**src/rtl/spi_master_ctrl.sv**
```systemverilog
// SPI master feeding spi_wrapper: serialises one {op,payload} request per frame on
// SS_n/MOSI (one bit per clk) and captures the read-data word returned on MISO.
module spi_master_ctrl #(
    parameter int  MEM_DEPTH  = 256,
    parameter int  RD_LATENCY = 2,
    parameter int  GAP_CYCLES = 1,
    localparam int ADDR_SIZE  = $clog2(MEM_DEPTH)
) (
    input  logic                 clk,
    input  logic                 rst_n,
    input  logic                 req_valid,
    output logic                 req_ready,
    input  logic [1:0]           req_op,
    input  logic [ADDR_SIZE-1:0] req_data,
    output logic                 rsp_valid,
    output logic [ADDR_SIZE-1:0] rsp_data,
    output logic                 busy,
    output logic                 SS_n,
    output logic                 MOSI,
    input  logic                 MISO
);
    localparam int SH_W  = ADDR_SIZE + 2;
    localparam int RX_W  = ADDR_SIZE - 1;
    localparam int CNT_W = $clog2(ADDR_SIZE + 3);

    localparam logic [CNT_W-1:0] TX_LOAD   = CNT_W'(SH_W - 1);
    localparam logic [CNT_W-1:0] WAIT_LOAD = CNT_W'(RD_LATENCY - 2);
    localparam logic [CNT_W-1:0] RX_LOAD   = CNT_W'(ADDR_SIZE - 1);
    localparam logic [CNT_W-1:0] GAP_LOAD  = CNT_W'(GAP_CYCLES - 1);

    typedef enum logic [2:0] {
        ST_IDLE,
        ST_SEL,
        ST_CMD,
        ST_TX,
        ST_WAIT,
        ST_RX,
        ST_GAP
    } state_t;

    state_t                 state_q, state_d;
    logic [CNT_W-1:0]       cnt_q, cnt_d;
    logic                   rd_q, rd_d;
    logic                   rsp_valid_q, rsp_valid_d;
    logic [ADDR_SIZE-1:0]   rsp_data_q, rsp_data_d;
    logic [SH_W-1:0]        shreg_q, shreg_d;
    logic [RX_W-1:0]        rxreg_q, rxreg_d;
    logic [ADDR_SIZE-1:0]   payload;

    always_ff @(posedge clk) begin
        if (!rst_n) begin
            state_q     <= ST_IDLE;
            cnt_q       <= '0;
            rd_q        <= 1'b0;
            rsp_valid_q <= 1'b0;
            rsp_data_q  <= '0;
        end else begin
            state_q     <= state_d;
            cnt_q       <= cnt_d;
            rd_q        <= rd_d;
            rsp_valid_q <= rsp_valid_d;
            rsp_data_q  <= rsp_data_d;
        end
    end

    // Shift registers carry no control meaning, so they are left out of reset.
    always_ff @(posedge clk) begin
        shreg_q <= shreg_d;
        rxreg_q <= rxreg_d;
    end

    assign payload = (&req_op) ? {ADDR_SIZE{1'b0}} : req_data;

    always_comb begin
        state_d     = state_q;
        cnt_d       = cnt_q;
        rd_d        = rd_q;
        rsp_valid_d = 1'b0;
        rsp_data_d  = rsp_data_q;
        shreg_d     = shreg_q;
        rxreg_d     = rxreg_q;
        SS_n        = 1'b1;
        MOSI        = 1'b0;

        unique case (state_q)
            ST_IDLE: begin
                if (req_valid) begin
                    shreg_d = {req_op, payload};
                    rd_d    = &req_op;
                    state_d = ST_SEL;
                end
            end
            ST_SEL: begin
                SS_n    = 1'b0;
                state_d = ST_CMD;
            end
            // The slave takes its write/read decision from op[1], which is also shreg MSB.
            ST_CMD: begin
                SS_n    = 1'b0;
                MOSI    = shreg_q[SH_W-1];
                cnt_d   = TX_LOAD;
                state_d = ST_TX;
            end
            ST_TX: begin
                SS_n    = 1'b0;
                MOSI    = shreg_q[SH_W-1];
                shreg_d = {shreg_q[SH_W-2:0], 1'b0};
                if (cnt_q != '0) begin
                    cnt_d = cnt_q - 1'b1;
                end else if (!rd_q) begin
                    cnt_d   = GAP_LOAD;
                    state_d = ST_GAP;
                end else if (RD_LATENCY > 1) begin
                    cnt_d   = WAIT_LOAD;
                    state_d = ST_WAIT;
                end else begin
                    cnt_d   = RX_LOAD;
                    state_d = ST_RX;
                end
            end
            ST_WAIT: begin
                SS_n = 1'b0;
                if (cnt_q != '0) begin
                    cnt_d = cnt_q - 1'b1;
                end else begin
                    cnt_d   = RX_LOAD;
                    state_d = ST_RX;
                end
            end
            ST_RX: begin
                SS_n    = 1'b0;
                rxreg_d = {rxreg_q[RX_W-2:0], MISO};
                if (cnt_q != '0) begin
                    cnt_d = cnt_q - 1'b1;
                end else begin
                    rsp_data_d  = {rxreg_q, MISO};
                    rsp_valid_d = 1'b1;
                    cnt_d       = GAP_LOAD;
                    state_d     = ST_GAP;
                end
            end
            ST_GAP: begin
                if (cnt_q != '0) begin
                    cnt_d = cnt_q - 1'b1;
                end else begin
                    state_d = ST_IDLE;
                end
            end
            default: state_d = ST_IDLE;
        endcase
    end

    assign req_ready = (state_q == ST_IDLE);
    assign busy      = ~req_ready;
    assign rsp_valid = rsp_valid_q;
    assign rsp_data  = rsp_data_q;

endmodule

```
**config.mk**
```make
export PLATFORM = sky130hd
export DESIGN_NAME = spi_master_ctrl
export DESIGN_NICKNAME = d
export VERILOG_FILES = /design/src/rtl/spi_master_ctrl.sv
export SDC_FILE = /design/constraint.sdc
export NUM_CORES = 1
export LEC_CHECK = 0
export CAP_MARGIN = 20
export CORE_MARGIN = 3
export CORE_UTILIZATION = 40
export CTS_CLUSTER_DIAMETER = 200
export DETAILED_ROUTE_END_ITERATION = 12
export MAX_ROUTING_LAYER = met4
export PLACE_DENSITY = 0.72
export SETUP_SLACK_MARGIN = 0.2
export SYNTH_ARGS = -nofsm -noshare
export SYNTH_HDL_FRONTEND = slang
export SYNTH_SLANG_ARGS = --single-unit
```
**constraint.sdc**
```tcl
create_clock -name clk -period 2.2 [get_ports clk]
set_input_delay 0.33 -clock clk [delete_from_list [all_inputs] [get_ports clk]]
set_output_delay 0.33 -clock clk [all_outputs]
set_load 0.02 [all_outputs]
```
==> results.sh, run 1 <==
export IMPL_fp_row_count=22
export IMPL_fmax_mhz=556
export IMPL_timing_final_crit_period_ns=1.80
export IMPL_cp_data_arrival_time_ns=1.98
export IMPL_die_area_mm2=0.00477
export IMPL_synthArstFlopShare_pct=0
export IMPL_ys_types=40
export IMPL_cp_max_fo=8
export IMPL_cp_start_kind="register"
export IMPL_synthAdderAreaFrac_pct=1.57
export IMPL_finalSetupTns_ns=0
export IMPL_initial_utilization_pct=42.5
export IMPL_clock_root_buffer="clkbuf_8"
export IMPL_synth_top_area_cell="edfxtp_1"
export IMPL_clk_latency_ns=0.29
export IMPL_cts_sinks=34
export IMPL_hpwl_mm=2.52
export IMPL_via_per_inst=5.46
export IMPL_grt_pass1_wl_mm=6.07
export IMPL_syn_avg_cell_area_um2=9.60
export IMPL_cts_htree_levels=2
export IMPL_die_y_um=69.1
export IMPL_synth_edf_count=17
export IMPL_numCtsBuffers=5
export IMPL_fp_dieW_um=69.1
export IMPL_synth_compound_area_share_pct=11.0
export IMPL_synth_xor_xnor_area_share_pct=0
export IMPL_grt_antenna_before_repair=0
export IMPL_drc_errors=0
export IMPL_synth_seq_cells=34
export IMPL_synthSimpleGateAreaFrac_pct=24.5
export IMPL_avgRoutedWirePerCell_um=14.2
export IMPL_yosys_top_cells_area="edfxtp_1, dfxtp_1, nand2_1, mux2i_1, nor2_1"
export IMPL_crit_required_ns=2.38
export IMPL_area_delta_synth_final_pct=28.0
export IMPL_power_density_mw_per_mm2=968
export IMPL_antenna_cells=0
export IMPL_yosysSeqAreaShare_pct=53.4
export IMPL_vias=1342
export IMPL_nFillCells=345
export IMPL_power_mw=1.98
export IMPL_track_usage_pct=16.2
export IMPL_port_buffers=26
export IMPL_worst_clock_skew_ns=0.00660
export IMPL_drive_gt1_share_pct=10.6
export IMPL_clk_pin_slew_ns=0.07
export IMPL_synthCells=166
export IMPL_synth_mux_area_share_pct=5.66
export IMPL_syn_nets=182
export IMPL_power_leakage_nw=0.776
export IMPL_rsz0062_at_grt="no"
export IMPL_grt_overflow=0
export IMPL_finalHoldViolCount=0
export IMPL_drt_iter0_drc=44
export IMPL_routabilityCongestion=0.941
export IMPL_layout_nets=213
export IMPL_synthDominantCellAreaShare_pct=32.1
export IMPL_maxSlewHeadroom_pct=60.0
export IMPL_firstDrtPassIters=4
export IMPL_antenna_left=0
export IMPL_pin_count=27
export IMPL_hold_buffers=0
export IMPL_cts_buffer_depth=2
export IMPL_cp_end_kind="register"
export IMPL_final_util_pct=54.5
export IMPL_drv_cap=0
export IMPL_grt_pass1_vias=1308
export IMPL_synth_top_family_by_area="simple AND/OR/NAND/NOR gates"
export IMPL_period_share_pct=81.8
export IMPL_slew_viol_final=0
export IMPL_worst_slew_pin_slew_ns=0.598
export IMPL_synthFlopType="edfxtp_1"
export IMPL_cts_tree="done"
export IMPL_core_mm2=0.00374
export IMPL_cts_setup_buffers=0
export IMPL_hold_class="register to register"
export IMPL_grt_max_degree=21
export IMPL_drt_wl_total_mm=3.48
export IMPL_ir_worst_vdd_mv=0.467
export IMPL_status="finished clean"
export IMPL_finalSetupViolCount=0
export IMPL_yosysWarnings=0
export IMPL_synth_area_mm2=0.00159
export IMPL_path_class="register to register"
==> path summary, 6_finish.rpt <==
path | start | end | slack [ns] | depth (start not counted)
hold reg to reg | rxreg_q[3] | rxreg_q[4] | 0.46 | 0
hold / removal | rxreg_q[3] | rxreg_q[4] | 0.46 | 0
setup / recovery | cnt_q[0] | rsp_data[7] | 0.40 | 7
setup reg to reg | cnt_q[0] | rsp_data[7] | 0.40 | 7
==> stage by stage <==
step / area (um2) / instances / setup slack (ns) / hold slack [ns]
after floorplan: 1590 / 166 / 0.450 / 0.426
after global placement: 1930 / 238 / 0.415 / 0.431
after detailed placement: 1930 / 238 / 0.394 / 0.438
after CTS: 2030 / 246 / 0.181 / 0.455
after global routing: 2040 / 246 / 0.261 / 0.458
final: 2040 / 246 / 0.400 / 0.457
==> cell usage after synthesis (2+ instances only) <==
| cell type | count |
|---|---|
| o21ai_0 | 5 |
| nand3_1 | 8 |
| buf_2 | 3 |
| a31oi_1 | 2 |
| dfxtp_1 | 17 |
| nand2b_1 | 4 |
| a21oi_1 | 3 |
| nor3_1 | 6 |
| mux2i_1 | 9 |
| and2_1 | 2 |
| edfxtp_1 | 17 |
| clkbuf_1 | 4 |
| a311oi_1 | 3 |
| nor2_1 | 14 |
| ha_1 | 2 |
| inv_1 | 6 |
| nand2_1 | 34 |
| nor4_1 | 2 |
| and3_1 | 2 |
| nor3b_1 | 2 |
| o22ai_1 | 2 |
==> worst max-delay path, stage by stage (launching register included) <==
cell	delay, ns
dfxtp_1	0.36
inv_1	0.14
ha_1	0.19
or3b_4	0.42
nor3_4	0.11
buf_4	0.21
mux2i_1	0.21
nor2_1	0.06
==> cell families after synthesis <==
group | count (synthesis)
compound gates | 25
fa+ha+maj | 2
buf+inv | 15
flops | 34
mux | 9
simple gates | 81
==> registers in the layout, indices dropped and copies added, names as in the netlist <==
| signal | count |
|---|---|
| rsp_valid | 1 |
| shreg_q | 10 |
| rxreg_q | 7 |
| state_q | 3 |
| rsp_data | 8 |
| cnt_q | 4 |
| rd_q | 1 |
==> routing by layer <==
| metal | vias to the layer above | part of all wire, % | wire length, um | track usage, % |
|---|---|---|---|---|
| met4 | 0 | 1.6 | 55 | 5.42 |
| li1 | 656 | - | - | - |
| met5 | - | 0 | 0 | - |
| met3 | 7 | 7.6 | 266 | 6.41 |
| met1 | 623 | 43 | 1510 | 19.4 |
| met2 | 56 | 47 | 1650 | 24.9 |
==> placed cells by master, fill, tap and decap left out, types with 2 or more instances in the layout <==
cell,Yosys,layout
a21oi_1,3,3
a311oi_1,3,3
a31oi_1,2,2
and2_1,2,2
and3_1,2,2
buf_4,0,7
clkbuf_8,0,6
clkdlybuf4s50_1,0,22
dfxtp_1,17,15
dfxtp_2,0,2
dlymetal6s2s_1,0,4
edfxtp_1,17,17
ha_1,2,2
inv_1,6,6
mux2i_1,9,9
nand2_1,34,34
nand2b_1,4,4
nand3_1,8,8
nor2_1,14,13
nor3_1,6,6
nor3b_1,2,2
nor4_1,2,2
o21ai_0,5,5
o22ai_1,2,2
==> power by group <==
part	leakage, nW	switching (mW)	total, mW	internal, mW
clock	0.0472	0.222	0.473	0.251
combinational	0.430	0.392	0.675	0.283
sequential	0.299	0.0630	0.827	0.764
total	0.776	0.678	1.98	1.30
==> final cells by class <==
class / count / area [um2] / share of cell area (%)
clock buffer: 6 / 82.6 / 4.05
inverter: 6 / 22.5 / 1.10
multi-input combinational: 117 / 686 / 33.6
sequential: 34 / 853 / 41.8
timing repair buffer: 33 / 323 / 15.8
tap: 48 / 60.1 / 2.94
clock inverter: 2 / 12.5 / 0.613
==> repair_timing <==
action / 4_1_cts / 5_1_grt
resized for setup: 3 / 5
endpoints found under the setup margin: 4 / 4
cloned: 0 / 0
hold endpoints to repair: 0 / 0
(Power assumes the default switching activity.)
==> run 2: changes to the inputs <==
--- a/config.mk
+++ b/config.mk
@@ -11,7 +11,7 @@
 export CTS_CLUSTER_DIAMETER = 200
 export DETAILED_ROUTE_END_ITERATION = 12
 export MAX_ROUTING_LAYER = met4
-export PLACE_DENSITY = 0.72
+export PLACE_DENSITY = 0.74
 export SETUP_SLACK_MARGIN = 0.2
 export SYNTH_ARGS = -nofsm -noshare
 export SYNTH_HDL_FRONTEND = slang
==> constraint.sdc (replaced) <==
create_clock -name clk -period 1.5 [get_ports clk]
set_input_delay 0.225 -clock clk [delete_from_list [all_inputs] [get_ports clk]]
set_output_delay 0.225 -clock clk [all_outputs]
set_load 0.02 [all_outputs]
==> run 2 against run 1 <==
The flow now finishes with violations (negative setup slack); non-clock buffer count is 37 higher; worst hold slack improved by 0.0067 ns; combinational power increased to 3.0 times the previous value; global-route usage increased by 2.7 points.
==> results.sh, run 2 (synthesis gave the netlist of run 1 again) <==
export IMPL_clock_root_buffer="clkbuf_8"
export IMPL_clk_pin_slew_ns=0.07
export IMPL_drive_gt1_share_pct=50.6
export IMPL_grt_pass1_vias=1462
export IMPL_core_mm2=0.00374
export IMPL_regMostFlops="shreg_q"
export IMPL_drv_cap=0
export IMPL_area_delta_synth_final_pct=70.5
export IMPL_seq_power_share_pct=28.4
export IMPL_cp_start_kind="register"
export IMPL_clock_power_share_pct=24.3
export IMPL_switchingPower_mw=1.41
export IMPL_cts_tree="done"
export IMPL_firstDrtPassIters=4
export IMPL_timing_final_crit_period_ns=1.60
export IMPL_cp_data_arrival_time_ns=1.77
export IMPL_hpwl_mm=2.93
export IMPL_track_usage_pct=18.9
export IMPL_fp_row_count=22
export IMPL_nFillCells=282
export IMPL_comb_power_share_pct=47.3
export IMPL_largest_reg_flops=10
export IMPL_cts_buffer_depth=2
export IMPL_worst_path_buf_inv=2
export IMPL_die_y_um=69.1
export IMPL_die_area_mm2=0.00477
export IMPL_routabilityCongestion=0.800
export IMPL_numCtsBuffers=5
export IMPL_p_sw_share_pct=33.0
export IMPL_hold_class="register to register"
export IMPL_fmax_mhz=626
export IMPL_holdWs_ns=0.464
export IMPL_power_density_mw_per_mm2=1570
export IMPL_critical_path_max_stage_delay_ns=0.40
export IMPL_cp_slowest_cell="or3b_4"
export IMPL_grt_max_degree=12
export IMPL_cts_htree_levels=2
export IMPL_hold_buffers=0
export IMPL_initial_utilization_pct=42.5
export IMPL_crit_required_ns=1.67
export IMPL_slew_viol_final=0
export IMPL_fin_ws_ns=-0.0978
export IMPL_via_per_inst=5.23
export IMPL_final_cell_mix="buf_4, edfxtp_1, buf_6, nand2_2, nand2_1"
export IMPL_power_leakage_nw=1.09
export IMPL_status="finished with violations"
export IMPL_crit_family="simple AND/OR/NAND/NOR gates"
export IMPL_antenna_left=0
export IMPL_ir_worst_vdd_mv=1.06
export IMPL_finalSetupViolCount=11
export IMPL_drt_iter0_drc=68
export IMPL_rsz0062_at_grt="yes"
export IMPL_grt_overflow=0
export IMPL_cp_max_fo=8
export IMPL_worst_clock_skew_ns=0.00592
export IMPL_avgRoutedWirePerCell_um=16.4
export IMPL_violations="negative setup slack"
export IMPL_vias=1491
export IMPL_finalSetupTns_ns=-0.791
export IMPL_antenna_cells=0
export IMPL_worst_slew_pin_slew_ns=0.400
export IMPL_layout_nets=252
export IMPL_pin_count=27
export IMPL_grt_antenna_before_repair=0
export IMPL_cts_sinks=34
export IMPL_grt_pass1_wl_mm=7.13
export IMPL_period_share_pct=107
export IMPL_crit_chain="inv_4, ha_4, or3b_4, nor3_4, buf_12, mux2i_1, nor2_1"
export IMPL_clk_latency_ns=0.28
export IMPL_layout_commonest_cell="buf_4"
export IMPL_path_class="register to register"
export IMPL_fp_dieW_um=69.1
export IMPL_finalHoldViolCount=0
export IMPL_internal_power_mw=2.86
export IMPL_drt_wl_total_mm=4.68
export IMPL_maxSlewHeadroom_pct=73.2
export IMPL_cp_end_kind="register"
export IMPL_port_buffers=26
export IMPL_rrSetupSlack_ns=-0.1
export IMPL_drc_errors=0
run 2: worst paths after layout:
path                                    end       start  cells after the start
worst max register to register  rsp_data[5]    cnt_q[0]                      7
worst min-delay path             rxreg_q[4]  rxreg_q[3]                      0
worst min register to register   rxreg_q[4]  rxreg_q[3]                      0
worst max-delay path            rsp_data[5]    cnt_q[0]                      7
run 2: area by class of cell:
cell class / count / area [um2] / share of cell area, %
Sequential cell: 34 / 865 / 31.8
Multi-Input combinational cell: 119 / 978 / 36.0
Clock buffer: 6 / 82.6 / 3.04
Timing Repair Buffer: 70 / 642 / 23.6
Inverter: 6 / 27.5 / 1.01
Clock inverter: 2 / 60.1 / 2.21
Tap cell: 48 / 60.1 / 2.21
run 2: what timing repair did:
| item | in CTS | in global routing |
|---|---|---|
| resized for setup | 73 | 34 |
| pin swaps | 20 | 25 |
| cloned | 3 | 0 |
| setup buffers | 4 | 3 |
| endpoints found under the setup margin | 56 | 47 |
run 2: through the flow:
step / area [um2] / util, % / power (mW) / worst slack [ns] / instances
2_1_floorplan: 1680 / - / 2.04 / -0.241 / 166
3_3_place_gp: 2230 / 59.5 / 2.61 / -0.104 / 267
3_5_place_dp: 2230 / 59.5 / 2.65 / -0.159 / 267
4_1_cts: 2570 / 68.5 / 4.02 / -0.108 / 282
5_1_grt: 2720 / 72.5 / 4.47 / -0.169 / 285
6_report: 2720 / 72.5 / 4.27 / -0.0978 / 285
run 2: power groups by stage:
stage	clock network, mW	registers, mW	logic [mW]
5_1_grt	1.10	1.23	2.15
3_3_place_gp	0	1.22	1.39
3_5_place_dp	0	1.22	1.44
2_1_floorplan	0	1.21	0.826
4_1_cts	1.05	1.20	1.77
6_report	1.04	1.21	2.02
run 2: routing by layer:
layer / track usage, % / routed length (um) / vias up
met5: - / 0 / -
met4: 5.21 / 68 / 0
met3: 4.23 / 180 / 7
met2: 30.9 / 2460 / 38
met1: 23.5 / 1970 / 716
li1: - / - / 730
==> run 3: changes to the inputs <==
--- a/config.mk
+++ b/config.mk
@@ -9,6 +9,7 @@
 export CORE_MARGIN = 3
 export CORE_UTILIZATION = 40
 export CTS_CLUSTER_DIAMETER = 200
+export CTS_CLUSTER_SIZE = 16
 export DETAILED_ROUTE_END_ITERATION = 12
 export MAX_ROUTING_LAYER = met4
 export PLACE_DENSITY = 0.74
==> results of run 3 <==
Same layout as run 2: the final DEF is identical, and so are final timing and power.
